### src/rtl/multicycle_control_unit_pkg.sv
// Shared constants for the multi-cycle control unit: opcodes, ALU op codes, FSM encoding.
// The TRAP state only exists when CTRL_ILLEGAL_TRAP_EN is defined.
package ctrl_pkg;

  localparam logic [6:0] OP_RTYPE = 7'b0110011;
  localparam logic [6:0] OP_ITYPE = 7'b0010011;
  localparam logic [6:0] OP_LOAD  = 7'b0000011;
  localparam logic [6:0] OP_STORE = 7'b0100011;

  localparam logic [3:0] ALU_ADD  = 4'd0;
  localparam logic [3:0] ALU_SUB  = 4'd1;
  localparam logic [3:0] ALU_OR   = 4'd2;
  localparam logic [3:0] ALU_AND  = 4'd3;
  localparam logic [3:0] ALU_SLL  = 4'd4;
  localparam logic [3:0] ALU_SRL  = 4'd5;
  localparam logic [3:0] ALU_XOR  = 4'd6;
  localparam logic [3:0] ALU_SLT  = 4'd7;
  localparam logic [3:0] ALU_SRA  = 4'd8;
  localparam logic [3:0] ALU_SLTU = 4'd9;

  typedef enum logic [2:0] {
    FETCH  = 3'd0,
    DECODE = 3'd1,
    EXEC   = 3'd2,
    MEM    = 3'd3,
    WB     = 3'd4
`ifdef CTRL_ILLEGAL_TRAP_EN
    , TRAP = 3'd5
`endif
  } state_t;

  // alt selects SUB for funct3=0 and SRA for funct3=5; callers mask it where it must not apply.
  function automatic logic [3:0] alu_from_funct(input logic [2:0] funct3, input logic alt);
    logic [3:0] op;
    op = ALU_ADD;
    case (funct3)
      3'd0: op = alt ? ALU_SUB : ALU_ADD;
      3'd1: op = ALU_SLL;
      3'd2: op = ALU_SLT;
      3'd3: op = ALU_SLTU;
      3'd4: op = ALU_XOR;
      3'd5: op = alt ? ALU_SRA : ALU_SRL;
      3'd6: op = ALU_OR;
      3'd7: op = ALU_AND;
      default: op = ALU_ADD;
    endcase
    return op;
  endfunction

endpackage

### src/rtl/multicycle_control_unit_if.sv
// Memory handshake and datapath control bundle of the multi-cycle control unit.
// master = control unit side, slave = memories/datapath side.
interface multicycle_control_unit_if #(
  parameter int ALU_CTRL_W = 4
);
  logic [31:0]           instr;
  logic                  imem_ready;
  logic                  dmem_ready;
  logic                  imem_req;
  logic                  ir_we;
  logic                  pc_we;
  logic                  dmem_req;
  logic                  dmem_we;
  logic [ALU_CTRL_W-1:0] alu_ctrl;
  logic                  alu_src_imm;
  logic                  wb_sel;
  logic                  we;
  logic                  mem_err;
  logic                  illegal_instr;
  logic [2:0]            state_o;

  modport master (
    input  instr, imem_ready, dmem_ready,
    output imem_req, ir_we, pc_we, dmem_req, dmem_we, alu_ctrl, alu_src_imm,
           wb_sel, we, mem_err, illegal_instr, state_o
  );

  modport slave (
    output instr, imem_ready, dmem_ready,
    input  imem_req, ir_we, pc_we, dmem_req, dmem_we, alu_ctrl, alu_src_imm,
           wb_sel, we, mem_err, illegal_instr, state_o
  );
endinterface

### src/rtl/multicycle_control_unit_instr_decoder.sv
// Combinational decode of opcode/funct3/funct7[5] into ALU control and instruction class.
// Unknown opcodes flag illegal and leave every control field at 0.
module instr_decoder
  import ctrl_pkg::*;
#(
  parameter int ALU_CTRL_W = 4
) (
  input  logic [6:0]            opcode,
  input  logic [2:0]            funct3,
  input  logic                  funct7_5,
  output logic [ALU_CTRL_W-1:0] alu_ctrl,
  output logic                  alu_src_imm,
  output logic                  wb_sel,
  output logic                  is_mem,
  output logic                  is_store,
  output logic                  illegal
);

  always_comb begin
    alu_ctrl    = '0;
    alu_src_imm = 1'b0;
    wb_sel      = 1'b0;
    is_mem      = 1'b0;
    is_store    = 1'b0;
    illegal     = 1'b0;
    case (opcode)
      OP_RTYPE: alu_ctrl = ALU_CTRL_W'(alu_from_funct(funct3, funct7_5));
      // Immediate bits overlap funct7, so bit 30 only means SRAI; ADDI never becomes SUB.
      OP_ITYPE: begin
        alu_ctrl    = ALU_CTRL_W'(alu_from_funct(funct3, funct7_5 && (funct3 == 3'd5)));
        alu_src_imm = 1'b1;
      end
      OP_LOAD: begin
        alu_ctrl    = ALU_CTRL_W'(ALU_ADD);
        alu_src_imm = 1'b1;
        wb_sel      = 1'b1;
        is_mem      = 1'b1;
      end
      OP_STORE: begin
        alu_ctrl    = ALU_CTRL_W'(ALU_ADD);
        alu_src_imm = 1'b1;
        is_mem      = 1'b1;
        is_store    = 1'b1;
      end
      default: illegal = 1'b1;
    endcase
  end

endmodule

### src/rtl/multicycle_control_unit.sv
// Multi-cycle FETCH/DECODE/EXEC/MEM/WB sequencer with memory handshake timeout.
// Define CTRL_ILLEGAL_TRAP_EN to trap on unknown opcodes instead of treating them as NOPs.
module multicycle_control_unit
  import ctrl_pkg::*;
#(
  parameter int ALU_CTRL_W = 4,
  parameter int TIMEOUT    = 16
) (
  input logic                       clk,
  input logic                       rst,
  multicycle_control_unit_if.master bus
);

  localparam int CNT_W = $clog2(TIMEOUT + 2);
  localparam logic [CNT_W-1:0] LIMIT = (TIMEOUT == 0) ? '0 : CNT_W'(TIMEOUT - 1);

  state_t state, state_next;

  logic [ALU_CTRL_W-1:0] d_alu, dec_alu;
  logic d_imm, d_wb, d_mem, d_store, d_ill;
  logic dec_imm, dec_wb, dec_mem, dec_store, dec_ill, dec_rd_zero;

  logic [CNT_W-1:0] wait_cnt;
  logic waiting, limit_hit, timed_out;
  logic imem_req, ir_we, pc_we, dmem_req, dmem_we, we, mem_err;
  logic unused_bits;

  assign unused_bits = ^{bus.instr[31], bus.instr[29:15]};

  instr_decoder #(.ALU_CTRL_W(ALU_CTRL_W)) u_dec (
    .opcode      (bus.instr[6:0]),
    .funct3      (bus.instr[14:12]),
    .funct7_5    (bus.instr[30]),
    .alu_ctrl    (d_alu),
    .alu_src_imm (d_imm),
    .wb_sel      (d_wb),
    .is_mem      (d_mem),
    .is_store    (d_store),
    .illegal     (d_ill)
  );

  assign waiting   = ((state == FETCH) && !bus.imem_ready) || ((state == MEM) && !bus.dmem_ready);
  assign limit_hit = (TIMEOUT != 0) && (wait_cnt == LIMIT);

  always_ff @(posedge clk or posedge rst) begin
    if (rst) state <= FETCH;
    else     state <= state_next;
  end

  // Decoded controls are captured once per instruction and held until the next DECODE.
  always_ff @(posedge clk or posedge rst) begin
    if (rst) begin
      dec_alu     <= '0;
      dec_imm     <= 1'b0;
      dec_wb      <= 1'b0;
      dec_mem     <= 1'b0;
      dec_store   <= 1'b0;
      dec_ill     <= 1'b0;
      dec_rd_zero <= 1'b0;
    end else if (state == DECODE) begin
      dec_alu     <= d_alu;
      dec_imm     <= d_imm;
      dec_wb      <= d_wb;
      dec_mem     <= d_mem;
      dec_store   <= d_store;
      dec_ill     <= d_ill;
      dec_rd_zero <= (bus.instr[11:7] == 5'd0);
    end
  end

  // A FETCH timeout re-enters FETCH without a state change, so clear on timeout too.
  always_ff @(posedge clk or posedge rst) begin
    if (rst)                                        wait_cnt <= '0;
    else if (timed_out || (state_next != state))    wait_cnt <= '0;
    else if (waiting)                               wait_cnt <= wait_cnt + 1'b1;
  end

  always_comb begin
    state_next = state;
    imem_req   = 1'b0;
    ir_we      = 1'b0;
    pc_we      = 1'b0;
    dmem_req   = 1'b0;
    dmem_we    = 1'b0;
    we         = 1'b0;
    mem_err    = 1'b0;
    timed_out  = 1'b0;
    case (state)
      FETCH: begin
        imem_req = 1'b1;
        if (bus.imem_ready) begin
          ir_we      = 1'b1;
          state_next = DECODE;
        end else if (limit_hit) begin
          mem_err   = 1'b1;
          timed_out = 1'b1;
        end
      end
      DECODE: state_next = EXEC;
      EXEC: begin
        if (dec_ill) begin
`ifdef CTRL_ILLEGAL_TRAP_EN
          state_next = TRAP;
`else
          pc_we      = 1'b1;
          state_next = FETCH;
`endif
        end else if (dec_mem) begin
          state_next = MEM;
        end else begin
          state_next = WB;
        end
      end
      MEM: begin
        dmem_req = 1'b1;
        dmem_we  = dec_store;
        if (bus.dmem_ready) begin
          pc_we      = dec_store;
          state_next = dec_store ? FETCH : WB;
        end else if (limit_hit) begin
          mem_err    = 1'b1;
          timed_out  = 1'b1;
          state_next = FETCH;
        end
      end
      WB: begin
        we         = !dec_rd_zero;
        pc_we      = 1'b1;
        state_next = FETCH;
      end
`ifdef CTRL_ILLEGAL_TRAP_EN
      TRAP: state_next = TRAP;
`endif
      default: state_next = FETCH;
    endcase
    // The FSM already sits in FETCH during reset; mask strobes so nothing fires until release.
    if (rst) begin
      imem_req = 1'b0;
      ir_we    = 1'b0;
      pc_we    = 1'b0;
      dmem_req = 1'b0;
      dmem_we  = 1'b0;
      we       = 1'b0;
      mem_err  = 1'b0;
    end
  end

  assign bus.imem_req    = imem_req;
  assign bus.ir_we       = ir_we;
  assign bus.pc_we       = pc_we;
  assign bus.dmem_req    = dmem_req;
  assign bus.dmem_we     = dmem_we;
  assign bus.we          = we;
  assign bus.mem_err     = mem_err;
  assign bus.alu_ctrl    = dec_alu;
  assign bus.alu_src_imm = dec_imm;
  assign bus.wb_sel      = dec_wb;
  assign bus.state_o     = state;
`ifdef CTRL_ILLEGAL_TRAP_EN
  assign bus.illegal_instr = (state == TRAP) && !rst;
`else
  assign bus.illegal_instr = 1'b0;
`endif

endmodule
### src/flat_wrapper.sv
// flat-port wrapper written by rule: the top's interface ports become plain ports
module multicycle_control_unit_flat import ctrl_pkg::*;
#(
  parameter int ALU_CTRL_W = 4,
  parameter int TIMEOUT    = 16
)
  (clk, rst, bus_instr, bus_imem_ready, bus_dmem_ready, bus_imem_req, bus_ir_we, bus_pc_we, bus_dmem_req, bus_dmem_we, bus_alu_ctrl, bus_alu_src_imm, bus_wb_sel, bus_we, bus_mem_err, bus_illegal_instr, bus_state_o);
  multicycle_control_unit_if #(.ALU_CTRL_W(ALU_CTRL_W)) bus_i ();
  input logic clk;
  input logic rst;
  input wire logic [$bits(bus_i.instr)-1:0] bus_instr;
  input wire logic [$bits(bus_i.imem_ready)-1:0] bus_imem_ready;
  input wire logic [$bits(bus_i.dmem_ready)-1:0] bus_dmem_ready;
  output wire logic [$bits(bus_i.imem_req)-1:0] bus_imem_req;
  output wire logic [$bits(bus_i.ir_we)-1:0] bus_ir_we;
  output wire logic [$bits(bus_i.pc_we)-1:0] bus_pc_we;
  output wire logic [$bits(bus_i.dmem_req)-1:0] bus_dmem_req;
  output wire logic [$bits(bus_i.dmem_we)-1:0] bus_dmem_we;
  output wire logic [$bits(bus_i.alu_ctrl)-1:0] bus_alu_ctrl;
  output wire logic [$bits(bus_i.alu_src_imm)-1:0] bus_alu_src_imm;
  output wire logic [$bits(bus_i.wb_sel)-1:0] bus_wb_sel;
  output wire logic [$bits(bus_i.we)-1:0] bus_we;
  output wire logic [$bits(bus_i.mem_err)-1:0] bus_mem_err;
  output wire logic [$bits(bus_i.illegal_instr)-1:0] bus_illegal_instr;
  output wire logic [$bits(bus_i.state_o)-1:0] bus_state_o;
  assign bus_i.instr = bus_instr;
  assign bus_i.imem_ready = bus_imem_ready;
  assign bus_i.dmem_ready = bus_dmem_ready;
  assign bus_imem_req = bus_i.imem_req;
  assign bus_ir_we = bus_i.ir_we;
  assign bus_pc_we = bus_i.pc_we;
  assign bus_dmem_req = bus_i.dmem_req;
  assign bus_dmem_we = bus_i.dmem_we;
  assign bus_alu_ctrl = bus_i.alu_ctrl;
  assign bus_alu_src_imm = bus_i.alu_src_imm;
  assign bus_wb_sel = bus_i.wb_sel;
  assign bus_we = bus_i.we;
  assign bus_mem_err = bus_i.mem_err;
  assign bus_illegal_instr = bus_i.illegal_instr;
  assign bus_state_o = bus_i.state_o;
  multicycle_control_unit #(.ALU_CTRL_W(ALU_CTRL_W), .TIMEOUT(TIMEOUT)) u_core (.clk(clk), .rst(rst), .bus(bus_i));
endmodule
### config.mk
export PLATFORM = sky130hd
export DESIGN_NAME = multicycle_control_unit_flat
export DESIGN_NICKNAME = d
export VERILOG_FILES = /design/src/rtl/multicycle_control_unit_pkg.sv /design/src/rtl/multicycle_control_unit_if.sv /design/src/rtl/multicycle_control_unit_instr_decoder.sv /design/src/rtl/multicycle_control_unit.sv /design/src/flat_wrapper.sv
export SDC_FILE = /design/constraint.sdc
export NUM_CORES = 1
export LEC_CHECK = 0
export BUFFER_PORTS_ARGS = -buffer_cell sky130_fd_sc_hd__clkbuf_2
export CAP_MARGIN = 5
export CELL_PAD_IN_SITES_DETAIL_PLACEMENT = 1
export CELL_PAD_IN_SITES_GLOBAL_PLACEMENT = 2
export CORE_MARGIN = 2
export CORE_UTILIZATION = 25
export CTS_CLUSTER_DIAMETER = 30
export CTS_CLUSTER_SIZE = 20
export DETAILED_ROUTE_END_ITERATION = 12
export GPL_TIMING_DRIVEN = 0
export PLACE_DENSITY_LB_ADDON = 0.1
export SKIP_CTS_REPAIR_TIMING = 1
export SLEW_MARGIN = 5
export SYNTH_ARGS = -nofsm -noshare
export SYNTH_HDL_FRONTEND = slang
export SYNTH_SLANG_ARGS = --single-unit
### constraint.sdc
create_clock -name clk -period 1.9 [get_ports clk]
set_input_delay 0.285 -clock clk [delete_from_list [all_inputs] [get_ports clk]]
set_output_delay 0.285 -clock clk [all_outputs]
set_load 0.02 [all_outputs]
==> metrics.md, run 1 <==
| Metric | Value |
|---|---|
| Hold crit path type | `in -> reg` |
| 1st-iter DRT viols | `50` |
| Port buffer count | `35` |
| Cells along the critical path | `ha_2 > and3_4 > ha_4 > nor4b_4 > buf_4` |
| Flip-flop and latch area | `450.4 µm²` |
| CP Launch Type | `register` |
| Clock buffer count from CTS | `3` |
| Ys flop type | `dfrtp_1` |
| Ys Warns | `0` |
| Vias | `944` |
| # rows | `23` |
| CTS H-tree depth | `1` |
| TritonCTS clock tree | `yes` |
| Floorplan core area | `0.004000 mm²` |
| Area occupied by multi-input gates | `580.6 µm²` |
| Die Height | `68.41 µm` |
| DRC | `0` |
| Most frequent cells in the layout | `33 x clkbuf_2, 18 x dfrtp_1, 12 x nand2_1, 9 x nor2_1, 6 x inv_1` |
| Initial Utilization | `25.93%` |
| Slew HR | `49.53%` |
| Vias per inst | `4.768` |
| Static leakage | `0.6636 nW` |
| Outcome | `completed` |
| Filler cells | `487` |
| Diode count | `0` |
| CP arrival | `1540 ps` |
| Share of layout cells above drive strength 1 | `41.22%` |
| Register area share after synthesis | `43.43%` |
| Required @ worst endpoint | `1620 ps` |
| Met3 usage | `2.961%` |
| Clock period minus final worst setup slack | `1821 ps` |
| Antenna-violating nets left | `0` |
| First-pass GRT wire length | `4347 µm` |
| GR Util met1 | `14.11%` |
| Max Root-Sink Buffers | `2` |
| Layout Area Growth over Synthesis | `35.95%` |
| Largest stage delay, worst path | `380 ps` |
| WL/cell | `13.46 µm` |
| Initial antenna violation count | `0` |
| Util after Layout | `35.25%` |
| Yosys cell types | `38` |
| Cell Area, Placed | `0.001292 mm²` |
| Final Cycle Share | `95.82%` |
| Fmax | `0.5492 GHz` |
| Asr flop ratio synth | `100.0%` |
| Register bit count reported by yosys | `18` |
| Clock root buffer | `clkbuf_8` |
| Top delay family on crit path | `flip-flops` |
| Vias in the first global route | `966` |
| Worst path bufs/invs | `1` |
| Total congestion overflow | `0` |
| Post-route design area | `0.001410 mm²` |
| Number of synthesized flops with an enable pin | `0` |
| Final RePlAce weighted congestion | `0.7368` |
| Post-Syn Area per Cell | `9.604 µm²` |
| Reg clk slew, reported paths | `70 ps` |
| Post-route clock skew | `1.513 ps` |
| Final wirelength | `2666 µm` |
| Die area | `0.004680 mm²` |
| Critical path endpoint category | `primary output` |
| Max Cap Violations | `0` |
| PD cells | `1036 mW/mm²` |
| Final hold vios | `0` |
| VDD IR-drop max | `247.8 µV` |
| Syn_nets | `146` |
| Gr usage total | `12.29%` |
| Final setup fails | `0` |
| First-pass DRT Iterations | `2` |
| CP max stage cell | `dfrtp_1` |
| Synth Instances | `108` |
| Clk sink count | `18` |
| Worst Max-Slew Pin Slew | `756.2 ps` |
| Clock Latency Late Sink | `250 ps` |
| Grt peak-use layer | `met2` |
| Commonest non-fill, non-tap cell in the layout | `clkbuf_2` |
| Post-Syn Area | `0.001037 mm²` |
| Nets@finish | `187` |
| Slew Viols, Final | `0` |
| Ports | `53` |
| Pin count of the biggest net entering global routing | `20` |
| Die width | `68.41 µm` |
| Crit-path max FO | `4` |
| Met2 Usage GRT | `22.60%` |
| HPWL Detailed | `2033 µm` |
| Critical path class | `reg -> out` |
-- per-layer routing --
layer  routed length, µm  vias up
met1                1149      457
met2                1366       27
met4                  20        0
met3                 130        2
li1                    -      458
met5                   0        -
-- worst paths after layout --
path                               startpoint                      to  slack, ps  cells after the start
max                        u_core.wait_cnt[0]             bus_mem_err         80                      5
min                              bus_instr[8]      u_core.dec_rd_zero        210                      2
max reg2reg                u_core.wait_cnt[0]   u_core.bus.state_o[0]        370                      5
min reg2reg                u_core.wait_cnt[0]      u_core.wait_cnt[0]        480                      1
max in group asynchronous                 rst  u_core.bus.alu_ctrl[0]       1160                      2
min in group asynchronous                 rst   u_core.bus.state_o[2]        270                      2
-- registers in the layout (all words and copies together), names as in the netlist --
register,flops
u_core.wait_cnt,5
u_core.bus.alu_ctrl,4
u_core.bus.state_o,3
u_core.bus.alu_src_imm,1
u_core.bus.wb_sel,1
u_core.dec_ill,1
u_core.dec_mem,1
u_core.dec_rd_zero,1
u_core.dec_store,1
-- power breakdown --
group	internal (W)	total [W]	switching, W
combinational	0.000278	0.000653	0.000375
sequential	0.000444	0.000498	0.0000536
clock	0.000184	0.000311	0.000127
total	0.000906	0.00146	0.000556
-- metrics by stage --
stage | cells | power, W | TNS [ps] | setup slack, ps | hold slack [ps]
floorplan | 108 | 0.0009133 | 0 | 59.50 | 232.0
global placement | 193 | 0.001086 | 0 | 186.2 | 453.5
detailed placement | 193 | 0.001094 | 0 | 148.9 | 462.5
CTS | 197 | 0.001412 | -44.33 | -44.33 | 205.7
global route | 198 | 0.001586 | -21.20 | -21.20 | 202.5
finish | 198 | 0.001461 | 0 | 79.33 | 208.7
-- synthesized netlist by cell type (2+ instances only) --
| master | instances | area, µm² |
|---|---|---|
| dfrtp_1 | 18 | 450.4 |
| nand2_1 | 12 | 45.04 |
| nor2_1 | 9 | 33.78 |
| inv_1 | 6 | 22.52 |
| a21oi_1 | 4 | 20.02 |
| nand3b_1 | 4 | 30.03 |
| nor3_1 | 4 | 20.02 |
| o31ai_1 | 4 | 30.03 |
| buf_2 | 3 | 15.01 |
| nand2b_1 | 3 | 18.77 |
| and2_1 | 2 | 12.51 |
| and3b_1 | 2 | 17.52 |
| ha_1 | 2 | 25.02 |
| mux2_2 | 2 | 22.52 |
| nand3_1 | 2 | 10.01 |
| nor3b_1 | 2 | 15.01 |
| nor4b_1 | 2 | 17.52 |
| o21a_1 | 2 | 15.01 |
| o221ai_1 | 2 | 17.52 |
| o31ai_2 | 2 | 25.02 |
| o41ai_2 | 2 | 32.53 |
| or2_2 | 2 | 12.51 |
| or3b_1 | 2 | 17.52 |
-- cells by family (layout without fill, tap and decap cells) --
group | count (synthesis) | count (layout) | share of synthesized area, %
other | 1 | 1 | 0.3615
buffers and inverters | 12 | 52 | 5.789
flip-flops | 18 | 18 | 43.43
adder cells (fa/ha/maj) | 2 | 2 | 2.412
AND/OR/NAND/NOR | 50 | 50 | 27.26
AO/OA/AOI/OAI | 21 | 21 | 16.89
multiplexers | 2 | 2 | 2.171
XOR/XNOR | 2 | 2 | 1.689
-- layout make-up --
class	count	area share, %
buffer	6	3.638
clock buffer	4	3.904
inverter	6	1.597
multi-input combinational	78	41.17
sequential	18	31.94
tap	50	4.437
timing repair buffer	36	13.31
Note: power is estimated with default switching activity, not from simulation.
==> inputs of run 2 (changes only) <==
--- a/config.mk
+++ b/config.mk
@@ -10,7 +10,7 @@
 export CELL_PAD_IN_SITES_DETAIL_PLACEMENT = 1
 export CELL_PAD_IN_SITES_GLOBAL_PLACEMENT = 2
 export CORE_MARGIN = 2
-export CORE_UTILIZATION = 25
+export CORE_UTILIZATION = 27
 export CTS_CLUSTER_DIAMETER = 30
 export CTS_CLUSTER_SIZE = 20
 export DETAILED_ROUTE_END_ITERATION = 12
@@ -20,4 +20,5 @@
 export SLEW_MARGIN = 5
 export SYNTH_ARGS = -nofsm -noshare
 export SYNTH_HDL_FRONTEND = slang
+export SYNTH_HIERARCHICAL = 1
 export SYNTH_SLANG_ARGS = --single-unit
==> metrics.md, run 2 <==
| Metric | Value |
|---|---|
| Outcome | `finished, violations left` |
| Failing checks | `setup timing` |
| Final RePlAce weighted congestion | `0.8024 (+8.9%)` |
| Final wirelength | `3038 µm (+14%)` |
| Most common cell in the netlist | `dfrtp_1` |
| Gr usage total | `13.28% (+0.99 points)` |
| Finished Layout Cells | `218 (+10%)` |
| Clk sink count | `18 (unchanged)` |
| Pin count of the biggest net entering global routing | `21 (+5.0%)` |
| Synth Instances | `119 (+10%)` |
| DRC | `0 (unchanged)` |
| Reg-to-reg setup timing slack | `90 ps (-280 ps)` |
| Layout Area Growth over Synthesis | `35.56%` |
| Die width | `70.67 µm (+3.3%)` |
| Post-route clock skew | `3.229 ps (+1.716 ps)` |
| CP Launch Type | `register` |
| # rows | `24 (+4.3%)` |
| Overall Power | `0.001565 W (+7.1%)` |
| CP arrival | `1680 ps (+140 ps)` |
| Fmax | `0.5094 GHz (-7.2%)` |
| Diode count | `0 (unchanged)` |
| Largest register FFs | `5 (unchanged)` |
| 1st-iter DRT viols | `51 (+2.0%)` |
| CTS H-tree depth | `1 (unchanged)` |
| Top post-synthesis cells by count | `18 x dfrtp_1, 14 x nor2_1, 10 x inv_1, 8 x mux2_2, 7 x nor3_1` |
| CP Launch Point | `u_core/wait_cnt[0]` |
| Final setup fails | `1 (+1)` |
| Crit-path max FO | `3 (-1)` |
| Area occupied by multi-input gates | `725.7 µm² (+25%)` |
| Clock period minus final worst setup slack | `1963 ps (+142.3 ps)` |
| TritonCTS clock tree | `yes` |
| Static leakage | `0.7333 nW (+11%)` |
| Required @ worst endpoint | `1620 ps (about the same)` |
| Slew Viols, Final | `0 (unchanged)` |
| Mux share of post-synthesis cell area | `8.342% (+6.2 points)` |
| Yosys cell types | `41 (+7.9%)` |
| Vias in the first global route | `1076 (+11%)` |
| Dpl ws | `-146.6 ps (-295.5 ps)` |
| Met2 Usage GRT | `21.91% (-0.69 points)` |
| Critical path endpoint category | `primary output` |
| Hold crit path type | `in -> async` |
| WL/cell | `13.94 µm (+3.5%)` |
| Reg2reg path depth | `7 (+2)` |
| Max Cap Violations | `0 (unchanged)` |
| Simple logic cell fraction of the synthesized area | `26.49% (-0.78 points)` |
| Clock Latency Late Sink | `260 ps (about the same)` |
| Vias per inst | `4.844 (+1.6%)` |
| Antenna-violating nets left | `0 (unchanged)` |
| Filler cells | `531 (+9.0%)` |
| Clock buffer count from CTS | `3 (unchanged)` |
| First-pass DRT Iterations | `4 (+2)` |
| Total congestion overflow | `0 (unchanged)` |
| Critical path class | `reg -> out` |
| First-pass GRT wire length | `5257 µm (+21%)` |
| Largest family of logic cells by synthesized area | `simple AND/OR/NAND/NOR gates` |
| Initial antenna violation count | `0 (unchanged)` |
| Post-Syn Area | `0.001200 mm² (+16%)` |
| Reg clk slew, reported paths | `70 ps (about the same)` |
| Register area share after synthesis | `37.54% (-5.9 points)` |
| Hold_ws | `88.29 ps (-120.4 ps)` |
| Commonest non-fill, non-tap cell in the layout | `clkbuf_2` |
| Area leader, netlist | `dfrtp_1` |
| Flip-flop and latch area | `452.9 µm² (+0.56%)` |
| Ports | `53 (unchanged)` |
| # placed instances | `206 (+6.7%)` |
| Final WS setup | `-62.96 ps (-142.3 ps)` |
| PD cells | `961.9 mW/mm² (-7.2%)` |
| Register bit count reported by yosys | `18 (unchanged)` |
| Number of synthesized flops with an enable pin | `0 (unchanged)` |
| RSZ-0062 raised after global routing | `true` |
| Cell Area, Placed | `0.001453 mm² (+12%)` |
| Final hold vios | `0 (unchanged)` |
| Post-route design area | `0.001627 mm² (+15%)` |
| Nets@finish | `205 (+9.6%)` |
| Syn_nets | `157 (+7.5%)` |
| VDD IR-drop max | `348.1 µV (+40%)` |
| Max Root-Sink Buffers | `2 (unchanged)` |
| Clock root buffer | `clkbuf_8` |
| Complex-gate fraction of the synthesized area | `16.27% (-0.62 points)` |
| Ys flop type | `dfrtp_1` |
| Vias | `1056 (+12%)` |
| GR Util met1 | `17.76% (+3.6 points)` |
| Most frequent cells in the layout | `32 x clkbuf_2, 16 x dfrtp_1, 13 x nor2_1, 10 x buf_4` |
| Top cell type's share of synthesized area | `37.54% (-5.9 points)` |
| Floorplan core area | `0.004324 mm² (+8.1%)` |
| Asr flop ratio synth | `100.0% (unchanged)` |
| Die area | `0.004994 mm² (+6.7%)` |
| Synth area leaders | `dfrtp_1 38%, mux2_2 7.5%, nor2_1 4.4%, a211oi_2 4.2%, inv_1 3.1%` |
| Final Cycle Share | `103.3% (+7.5 points)` |
| Share of layout cells above drive strength 1 | `53.61% (+12 points)` |
| HPWL Detailed | `2300 µm (+13%)` |
| Synth Area in Adders | `3.024% (+0.61 points)` |
| Port buffer count | `35 (unchanged)` |
| Initial Utilization | `27.75% (+1.8 points)` |
| Met3 usage | `3.561% (+0.60 points)` |
| Reg2reg end | `u_core/wait_cnt[4]` |
| Ys Warns | `6 (+6)` |
| Post-Syn Area per Cell | `10.08 µm² (+5.0%)` |
| Reg with most FFs | `u_core/wait_cnt` |
| Grt peak-use layer | `met2` |
| R2r startpoint | `u_core/wait_cnt[0]` |
| Die Height | `70.67 µm (+3.3%)` |
| Xor and xnor area share after synthesis | `2.190% (+0.50 points)` |
==> run 2: cell count changes after synthesis, sizes merged, moves of 4 or more <==
cell    change
a211oi      +4
inv         +4
mux2        +6
nand2       -8
nor2        +5
nor3        +4
o31ai       -5
==> run 2: layout make-up <==
cell class | count | area share, %
inverters | 10 | 2.538
multi-input cells | 86 | 44.62
flip-flops and latches | 18 | 27.85
repair buffers | 43 | 15.00
clock buffers | 4 | 3.385
well taps | 52 | 4.000
plain buffers | 5 | 2.615
==> run 2: worst max-delay path by stage <==
stage / slack (ps) / endpoint
CTS: -190 / bus_mem_err
detailed placement: -150 / u_core/wait_cnt[4]
global placement: -90 / u_core/wait_cnt[4]
finish: -60 / bus_mem_err
global route: -180 / bus_mem_err
floorplan: 10 / u_core/wait_cnt[4]
==> run 2: per-layer routing <==
metal,vias to the layer above,part of all wire (%)
met4,0,1.0
li1,517,-
met5,-,0
met2,25,47
met3,5,4.5
met1,509,48
==> run 2: worst max-delay path, stage by stage (launching register included) <==
cell and delay, ps:
dfrtp_1 380, ha_2 190, and3_4 200, ha_4 140, inv_2 30, a211oi_2 200
and2_1 170, buf_6 120
==> run 2: stage by stage <==
step | util (%) | TNS [ps]
2_1_floorplan | - | 0
3_3_place_gp | 33.59 | -92.52
3_5_place_dp | 33.59 | -271.1
4_1_cts | 34.87 | -669.3
5_1_grt | 37.62 | -178.3
6_report | 37.62 | -62.96
==> run 2: kinds of logic (layout without fill, tap and decap cells) <==
| kind of cell | count (synthesis) | in the layout |
|---|---|---|
| mux | 9 | 9 |
| compound gates | 22 | 22 |
| fa+ha+maj | 3 | 3 |
| simple gates | 48 | 48 |
| flops | 18 | 18 |
| xor+xnor | 3 | 3 |
| buf+inv | 15 | 62 |
| other cells | 1 | 1 |
==> run 2: power breakdown <==
group | switching [W] | total, W | internal, W
clock | 0.000140 | 0.000325 | 0.000185
combinational | 0.000424 | 0.000758 | 0.000334
sequential | 0.0000468 | 0.000482 | 0.000435
